<file path="src/rtl/vertex_rs_pkg.sv">
// Shared types and width helpers for the vertex reservation station.
package vertex_rs_pkg;

  typedef enum logic [1:0] {
    IDLE  = 2'd0,
    RECV  = 2'd1,
    SERVE = 2'd2,
    DRAIN = 2'd3
  } rs_state_t;

  localparam int FV_W_DEF      = 16;
  localparam int NODE_W_DEF    = 8;
  localparam int MAX_FV_DEF    = 16;
  localparam int LANES_IN_DEF  = 2;
  localparam int LANES_OUT_DEF = 2;
  localparam int NUM_SLOTS_DEF = 4;

  function automatic int idx_w(input int max_fv);
    return (max_fv > 1) ? $clog2(max_fv) : 1;
  endfunction

  function automatic int cnt_w(input int num_slots);
    return $clog2(num_slots) + 1;
  endfunction

  function automatic int ptr_w(input int num_slots);
    return (num_slots > 1) ? $clog2(num_slots) : 1;
  endfunction

endpackage

</file>
<file path="src/rtl/vertex_rs_window.sv">
// Wrap-around window mux: LANES_OUT consecutive elements of one slot from start_idx.
module vertex_rs_window
  import vertex_rs_pkg::*;
#(
  parameter int FV_W      = FV_W_DEF,
  parameter int MAX_FV    = MAX_FV_DEF,
  parameter int LANES_OUT = LANES_OUT_DEF
) (
  input  logic [MAX_FV*FV_W-1:0]    slot_data,
  input  logic [$clog2(MAX_FV)-1:0] start_idx,
  output logic [LANES_OUT*FV_W-1:0] window
);

  localparam int IDX_W = $clog2(MAX_FV);

  logic [IDX_W-1:0] idx;

  // The IDX_W-bit add wraps naturally modulo MAX_FV.
  always_comb begin
    window = '0;
    idx    = '0;
    for (int j = 0; j < LANES_OUT; j++) begin
      idx = start_idx + IDX_W'(j);
      window[j*FV_W +: FV_W] = slot_data[int'(idx)*FV_W +: FV_W];
    end
  end

endmodule

</file>
<file path="src/rtl/vertex_rs_param.sv">
// Parametrised vertex reservation station: collects NUM_SLOTS node streams, fires, serves windows.
// Optional partial-batch flush is built when VERTEX_RS_FLUSH_EN is defined.
module vertex_rs_param
  import vertex_rs_pkg::*;
#(
  parameter int FV_W      = FV_W_DEF,
  parameter int NODE_W    = NODE_W_DEF,
  parameter int MAX_FV    = MAX_FV_DEF,
  parameter int LANES_IN  = LANES_IN_DEF,
  parameter int LANES_OUT = LANES_OUT_DEF,
  parameter int NUM_SLOTS = NUM_SLOTS_DEF
) (
  input  logic                                 clk,
  input  logic                                 reset,
  input  logic                                 in_sos,
  input  logic                                 in_eos,
  input  logic [LANES_IN*FV_W-1:0]             in_fv,
  input  logic [NODE_W-1:0]                    in_node_id,
  input  logic [$clog2(MAX_FV)-1:0]            start_idx,
  input  logic                                 vbuf_idle,
  input  logic                                 complete,
`ifdef VERTEX_RS_FLUSH_EN
  input  logic                                 flush,
`endif
  output logic [NUM_SLOTS*LANES_OUT*FV_W-1:0]  out_fv,
  output logic [NUM_SLOTS*NODE_W-1:0]          out_node_id,
  output logic [NUM_SLOTS-1:0]                 out_valid,
  output logic                                 fire,
  output logic                                 rs_available,
  output logic                                 rs_empty,
  output logic                                 overflow
);

  localparam int IDX_W  = idx_w(MAX_FV);
  localparam int CNT_W  = cnt_w(NUM_SLOTS);
  localparam int PTR_W  = ptr_w(NUM_SLOTS);
  localparam int SLOT_W = MAX_FV * FV_W;
  localparam int WIN_W  = LANES_OUT * FV_W;

  rs_state_t          state;
  logic [CNT_W-1:0]   cnt;
  logic [CNT_W-1:0]   cnt_cur;
  logic [PTR_W-1:0]   wr_ptr;
  logic [IDX_W:0]     fv_idx;

  logic [SLOT_W-1:0]  slot_mem [NUM_SLOTS];
  logic [NODE_W-1:0]  node_mem [NUM_SLOTS];
  logic [WIN_W-1:0]   win      [NUM_SLOTS];
  logic [NUM_SLOTS-1:0] slot_valid;

  logic take_sos, beat, close, in_range, batch_full, flush_req, flush_idle, serve_out;

`ifdef VERTEX_RS_FLUSH_EN
  logic flush_pend;
`endif

  always_comb begin
    take_sos   = (state == IDLE) && in_sos;
    beat       = take_sos || (state == RECV);
    close      = beat && in_eos;
    // fv_idx carries one extra bit so it saturates at MAX_FV instead of wrapping.
    in_range   = (fv_idx < (IDX_W+1)'(MAX_FV));
    cnt_cur    = take_sos ? cnt + CNT_W'(1) : cnt;
    batch_full = (cnt_cur == CNT_W'(NUM_SLOTS));
`ifdef VERTEX_RS_FLUSH_EN
    flush_req  = flush_pend || (beat && flush);
    flush_idle = (state == IDLE) && !in_sos && flush && (cnt != '0);
    for (int s = 0; s < NUM_SLOTS; s++) slot_valid[s] = (CNT_W'(s) < cnt);
`else
    flush_req  = 1'b0;
    flush_idle = 1'b0;
    slot_valid = '1;
`endif
    fire         = (close && (batch_full || flush_req)) || flush_idle;
    rs_available = (state == IDLE);
    rs_empty     = (cnt == '0);
    serve_out    = (state == SERVE) && !complete;
  end

  always_ff @(posedge clk) begin
    if (beat && in_range) begin
      for (int k = 0; k < LANES_IN; k++)
        slot_mem[wr_ptr][(int'(fv_idx) + k)*FV_W +: FV_W] <= in_fv[k*FV_W +: FV_W];
    end
    if (take_sos) node_mem[wr_ptr] <= in_node_id;
  end

  always_ff @(posedge clk) begin
    if (reset) begin
      state    <= IDLE;
      cnt      <= '0;
      wr_ptr   <= '0;
      fv_idx   <= '0;
      overflow <= 1'b0;
`ifdef VERTEX_RS_FLUSH_EN
      flush_pend <= 1'b0;
`endif
    end else begin
      if (beat) begin
        cnt <= cnt_cur;
        if (in_range) fv_idx <= fv_idx + (IDX_W+1)'(LANES_IN);
        else          overflow <= 1'b1;
      end
`ifdef VERTEX_RS_FLUSH_EN
      // A flush seen mid-stream (or alongside an SOS) is held until that stream closes.
      if (fire || state == DRAIN) flush_pend <= 1'b0;
      else if (beat && flush)     flush_pend <= 1'b1;
`endif
      case (state)
        IDLE, RECV: begin
          if (close) begin
            fv_idx <= '0;
            if (fire) begin
              wr_ptr <= '0;
              state  <= SERVE;
            end else begin
              wr_ptr <= wr_ptr + PTR_W'(1);
              state  <= IDLE;
            end
          end else if (take_sos) begin
            state <= RECV;
          end else if (flush_idle) begin
            wr_ptr <= '0;
            state  <= SERVE;
          end
        end
        SERVE: if (complete) state <= DRAIN;
        DRAIN: begin
          if (vbuf_idle) begin
            cnt    <= '0;
            wr_ptr <= '0;
            fv_idx <= '0;
            state  <= IDLE;
          end
        end
        default: state <= IDLE;
      endcase
    end
  end

  for (genvar s = 0; s < NUM_SLOTS; s++) begin : g_win
    vertex_rs_window #(
      .FV_W      (FV_W),
      .MAX_FV    (MAX_FV),
      .LANES_OUT (LANES_OUT)
    ) u_win (
      .slot_data (slot_mem[s]),
      .start_idx (start_idx),
      .window    (win[s])
    );
  end

  // Output register stage: window, ids and mask, zeroed outside an active serve.
  always_ff @(posedge clk) begin
    if (reset) begin
      out_fv      <= '0;
      out_node_id <= '0;
      out_valid   <= '0;
    end else begin
      for (int s = 0; s < NUM_SLOTS; s++) begin
        if (serve_out && slot_valid[s]) begin
          out_fv[s*WIN_W +: WIN_W]         <= win[s];
          out_node_id[s*NODE_W +: NODE_W]  <= node_mem[s];
          out_valid[s]                     <= 1'b1;
        end else begin
          out_fv[s*WIN_W +: WIN_W]         <= '0;
          out_node_id[s*NODE_W +: NODE_W]  <= '0;
          out_valid[s]                     <= 1'b0;
        end
      end
    end
  end

endmodule
</file>
<file path="config.mk">
export PLATFORM = sky130hd
export DESIGN_NAME = vertex_rs_param
export DESIGN_NICKNAME = d
export VERILOG_FILES = /design/src/rtl/vertex_rs_pkg.sv /design/src/rtl/vertex_rs_window.sv /design/src/rtl/vertex_rs_param.sv
export SDC_FILE = /design/constraint.sdc
export NUM_CORES = 2
export LEC_CHECK = 0
export CORE_MARGIN = 3
export CORE_UTILIZATION = 50
export DETAILED_ROUTE_END_ITERATION = 10
export MAX_ROUTING_LAYER = met4
export PLACE_DENSITY = 0.67
export SYNTH_ARGS = -nofsm -noshare
export SYNTH_HDL_FRONTEND = slang
export SYNTH_HIERARCHICAL = 1
export SYNTH_SLANG_ARGS = --single-unit
</file>
<file path="constraint.sdc">
create_clock -name clk -period 4 [get_ports clk]
set_clock_uncertainty 0.15 [all_clocks]
set_input_delay 0.8 -clock clk [delete_from_list [all_inputs] [get_ports clk]]
set_output_delay 0.8 -clock clk [all_outputs]
set_load 0.05 [all_outputs]
</file>
### Word-level counts from Yosys, hierarchy flattened

Memory sizes are Yosys's and may differ from the RTL's. A register that Yosys moved wholly into a read port is not among the register bits.
Index checks and enable logic that the tools add are counted.

* register bits: 142
* bits in writable memories: 1056
* input port bits: 50
* output and inout port bits: 168
* logic and storage cells: 590
* memories: 2

Memories
* slot_mem: words 4, bits a word 256, rd ports 4, clocked after memory_dff 0, wr ports 1, RTL line vertex_rs_param.sv:46 `logic [SLOT_W-1:0] slot_mem [NUM_SLOTS];`
* node_mem: words 4, bits a word 8, rd ports 4, clocked after memory_dff 4, wr ports 1, RTL line vertex_rs_param.sv:47 `logic [NODE_W-1:0] node_mem [NUM_SLOTS];`

* $add $sub $neg: 7
* $lt $le $gt $ge: 1
* eq/ne operators: 8
* shift operators: 12
* multiplexer cells: 280
* bitwise logic cells: 258
* reduce and logical (&&, ||, !) cells: 15

Operators with widths (count)
* $shiftx 256x9->16: 8
* $mux 256: 2
* $shift 16x33->256 const A: 2
* $shiftx 16x33->256: 2
* $mux 1: 260
* $or 1x1->1: 256
* $neg 10->33: 1
* $neg 9->33: 1
* $mux 5: 4
* $mux 2: 7
* $mux 3: 4
* $pmux 5 s2: 1
* $add 5x1->6 const B: 1
* $ne 2x2->1 const B: 3
* $pmux 2 s3: 1
* $reduce_and 3->1: 2
* $add 5x2->5 const B: 1
* $logic_and 1x1->1: 5
* $lt 5x5->1 const B: 1
* $add 4x1->4 const B: 1
* $eq 2x2->1 const B: 2
* $pmux 2 s2: 1
* $reduce_or 2->1: 2
* $add 3x1->3 const B: 1
* 11 further kinds: 12

### Longest topological paths before layout

* depth in word-level cells: 8
* depth in mapped cells: 9
* depth with buffers taken out: 6

### By module

The synthesis kept the hierarchy.

Modules (own cells, without submodules)
* vertex_rs_param: times used 1, cells each 1881, area each 39175.1 sq um, seq. area each 35173.7 sq um
* vertex_rs_window (g_win[0].u_win ...): times used 3, cells each 489, area each 4581.9 sq um, seq. area each 0.0 sq um
* vertex_rs_window (g_win[3].u_win): times used 1, cells each 489, area each 4516.8 sq um, seq. area each 0.0 sq um

### Worst setup path before layout

OpenSTA, ideal clock, no wires.

* path kind: register to register
* from: register fv_idx[1]
* to: memory slot_mem[0][0] (netlist bit) (enable)
* library setup time: 0.374 ns
* arrival: 2.511 ns
* required time: 3.476 ns
* slack: 0.966 ns
* cell stages (with the launch flop): 8
* path buffers: 1
* clock period less this slack: 3.034 ns
* cell sequence: dfxtp_1 -> buf_2 -> nor3_1 -> ha_1 -> or4_4 -> nor3_4 -> and4_1 -> and2_1

* cells in the longest elaborated chain, start to end: 5
* elaborated cells on any way between the ends: 11
* classes of those cells: add/sub: 3; order compare: 1; shift: 2; mux: 3; bitwise: 1; reduce/logical: 1

Ends and longest elaborated chain
* from (decl): RTL line vertex_rs_param.sv:44 `logic [IDX_W:0] fv_idx;`
* from (signal assigned): RTL line vertex_rs_param.sv:101 `if (in_range) fv_idx <= fv_idx + (IDX_W+1)'(LANES_IN);`
* $add 5x1->6 or $lt 5x5->1 (tied branches): RTL line vertex_rs_param.sv:83, vertex_rs_param.sv:62
* $neg 10->33 or $logic_and 1x1->1 (tied branches): RTL line vertex_rs_param.sv:83, vertex_rs_param.sv:81
* $shift 16x33->256 or $mux 1 (tied branches): RTL line vertex_rs_param.sv:83, vertex_rs_param.sv:81
* $mux 256 (implied by the code): RTL line vertex_rs_param.sv:83 `slot_mem[wr_ptr][(int'(fv_idx) + k)*FV_W +: FV_W] <= in_fv[k*FV_W +: FV_W];`
* $or 1x1->1 (no source line) *
* to (decl): RTL line vertex_rs_param.sv:46

Every way passes the cells marked *; elsewhere a longest branch is shown, timed or not.

### Final worst setup path

* from: register fv_idx[2]
* to: memory slot_mem[1][5] (netlist bit) (enable)

Same word-level chain as after synthesis.

==> flow_metrics.py <==
metrics = {
    "clock_network": {
        "cts-htree-levels": 4,
        "cts_tree": "done",
        "ctsResizeCount": 0,
        "post_cts_buffers": 0,
        "cts_buffer_depth": 3,
        "cts-hold-fix-buffers": 0,
        "root_buffer": "clkbuf_16",
        "cts_made_buffers": 133,
        "path_clk_slew_ns": 0.06,
        "clock-sinks": 1229,
        "insertion_delay_ns": 0.76,
    },
    "sta": {
        "rsz0062_at_grt": "false",
        "drv_slew": 0,
        "final.setup.tns_ns": 0,
        "hold_viol_final": 0,
        "min_period_ns": 3.59,
        "fmax_mhz": 279,
        "finalSetupViolations": 0,
        "maxSlewHeadroom_pct": 8.42,
        "tightest_slew_ns": 1.37,
        "fin_crit_sh_pct": 89.6,
    },
    "cells_and_area": {
        "syn2layout_area_growth_pct": 16.6,
        "final_nets": 4217,
        "drive_gt1_share_pct": 18.3,
        "nFillCells": 8864,
        "final_area_um2": 67000,
    },
    "logic_synthesis": {
        "synth.distinct_cells": 53,
        "yosysTopAreaCellShare_pct": 55.2,
        "synth_nets": 3902,
        "synth-edff-count": 1056,
        "synth_seq_cells": 1229,
        "synthTopCellsByArea": "edfxtp_1 55%, mux2i_1 10%, mux4_2 9.0%",
        "synthArstFlopShare_pct": 0,
        "syn_inst": 3837,
        "yosys.cell_count.top_type": "edfxtp_1",
        "synth.cell_area_um2": 57400,
        "yosysTopAreaCell": "edfxtp_1",
        "synth_common_cells": "1056 x edfxtp_1, 576 x mux2i_1, 519 x nand3_1, 440 x and2_1, 229 x mux4_2",
        "yosys_warnings": 6,
        "synth_area_per_cell_um2": 15.0,
        "synth_flop_cell": "edfxtp_1",
        "seq_area_frac_synth_pct": 61.2,
    },
    "route": {
        "vias_per_cell": 6.94,
        "drtAntennaViolNets": 0,
        "drc_errors": 0,
        "drt_pass1_iterations": 6,
        "wire_per_inst_um": 40.4,
        "drt-initial-drc-count": 6670,
        "wl_um": 233000,
        "num_vias": 40100,
    },
    "critical_path": {
        "critPathKind": "reg -> reg",
        "r2r_cells": 6,
        "startpoint": "fv_idx[2]",
        "path_cells": "nor3_1 -> ha_1 -> or4_4 -> nor3_4 -> and4_1 -> and2_1",
        "crit_slowest_cell": "and2_1",
        "critPathMaxFanout": 16,
        "endpoint_kind": "register",
        "slowest_delay_ns": 0.85,
        "cp.depth": 6,
        "path_buf_inv": 0,
        "critical_path_required_ns": 4.21,
        "r2r_start": "fv_idx[2]",
        "crit_family": "simple AND/OR/NAND/NOR gates",
        "cp-start-kind": "register",
        "r2r_setup_slack_ns": 0.41,
        "worst_ep_arrival_time_ns": 3.79,
        "r2r_end": "slot_mem[1][5]",
        "crit_end": "slot_mem[1][5]",
    },
    "outcome": {
        "outcome": "complete, no violations",
    },
    "placed_design": {
        "dp_hpwl_um": 170000,
        "place_congestion": 1.02,
        "dpl_cell_area_um2": 62500,
        "io_buffers": 217,
    },
    "grt": {
        "grt_util_all_layers_pct": 40.2,
        "grt_pass1_wl_um": 311000,
        "antenna_found_initial": 14,
        "grt_overflow": 0,
        "grt_pass1_vias": 37800,
        "grt_max_degree": 148,
    },
    "die": {
        "coreArea_um2": 113000,
        "fp-row-count": 123,
        "die_w_um": 345,
        "initial_core_util_pct": 50.7,
        "die_y_um": 345,
        "die_area_um2": 119000,
        "io_pins": 218,
    },
    "worst_hold_path": {
        "min_path_type": "reg -> reg",
    },
    "power_and_ir_drop": {
        "powerDensity_nw_per_um2": 442,
        "totalPowerFinal_mw": 29.6,
        "peakVddDrop_v": 0.000358,
        "p_leak_nw": 25.4,
    },
    "run": {
        "drv_cap": 0,
    },
}
report_power, final:
part / switching (mW) / leakage [nW] / total [mW] / internal, mW
Clock: 5.24 / 2.16 / 12.5 / 7.30
Sequential: 0.0361 / 12.3 / 13.9 / 13.8
Combinational: 2.17 / 10.9 / 3.16 / 0.998
cell type report:
cell class / instances / area (um2) / area share, %
sequential: 1229 / 35200 / 52.5
multi-input combinational: 2284 / 20500 / 30.6
timing repair buffer: 492 / 4880 / 7.28
clock buffer: 174 / 3750 / 5.61
tap: 1500 / 1880 / 2.80
clock inverter: 72 / 687 / 1.03
inverter: 12 / 45.0 / 0.0673
antenna: 16 / 40.0 / 0.0598
stage by stage:
step,instances,worst slack [ns],util [%],hold slack [ns]
detailed placement,5517,0.102,55.2,0.275
global route,5772,0.355,59.1,0.300
global placement,5517,0.0260,55.1,0.271
floorplan,3837,0.966,-,0.270
CTS,5763,0.449,59.1,0.283
finish,5779,0.414,59.1,0.285
cells by family after synthesis:
kind of cell	synth area share, %
XOR/XNOR	0.416
other	0.0131
adder cells (fa/ha/maj)	0.327
flip-flops	61.2
AND/OR/NAND/NOR	12.4
buffers and inverters	3.49
AO/OA/AOI/OAI	1.84
multiplexers	20.3
routing by layer:
metal	track usage, %	routed length, um	vias to the layer above
li1	-	-	15700
met1	52.7	85000	20300
met2	52.9	94800	3503
met3	14.6	35900	605
met4	24.5	17500	0
met5	-	0	-
placed cells by master, fill, tap and decap left out, drive strengths merged, types with 2 or more instances in the layout:
master         synthesis  final
xor2                  10     10
clkdlybuf4s50          0    213
ha                    15     15
dfxtp                173    173
and3b                  2      2
a21oi                  5      5
mux4                 256    256
xnor2                  7      7
o22ai                  2      2
and3                  33     33
and2                 440    440
clkbuf               111    174
inv                   12     16
buf                  201    279
edfxtp              1056   1056
nand2                 77     77
nor4b                  2      2
o21ba                  2      2
conb                   2      2
nand2b                 2      2
or3                    3      3
nor2b                 16     16
nand4                129    129
nor3                  13     13
nor2                  29     29
nand3                519    519
nor4                   5      5
bufinv                 0     10
mux2i                576    576
clkinvlp               0     10
clkinv                 0     48
diode                  0     16
a22oi                128    128
state kept, by name, indices dropped and copies added, names as in the netlist:
name,count
state,2
overflow,1
out_valid,1
node_mem,32
slot_mem,1024
wr_ptr,2
out_node_id,32
out_fv,128
cnt,3
fv_idx,4
how the worst min path moves through the flow:
| stage | cells past startpoint | start | endpoint | slack [ns] |
|---|---|---|---|---|
| 2_1_floorplan | 1 | node_mem[0][0] | out_node_id[0] | 0.27 |
| 3_3_place_gp | 1 | node_mem[2][2] | out_node_id[18] | 0.27 |
| 3_5_place_dp | 1 | node_mem[3][1] | out_node_id[25] | 0.28 |
| 4_1_cts | 1 | node_mem[1][4] | out_node_id[12] | 0.28 |
| 5_1_grt | 1 | node_mem[3][1] | out_node_id[25] | 0.30 |
| 6_report | 1 | node_mem[1][4] | out_node_id[12] | 0.28 |
No activity file was read; power rests on OpenSTA's default activity.
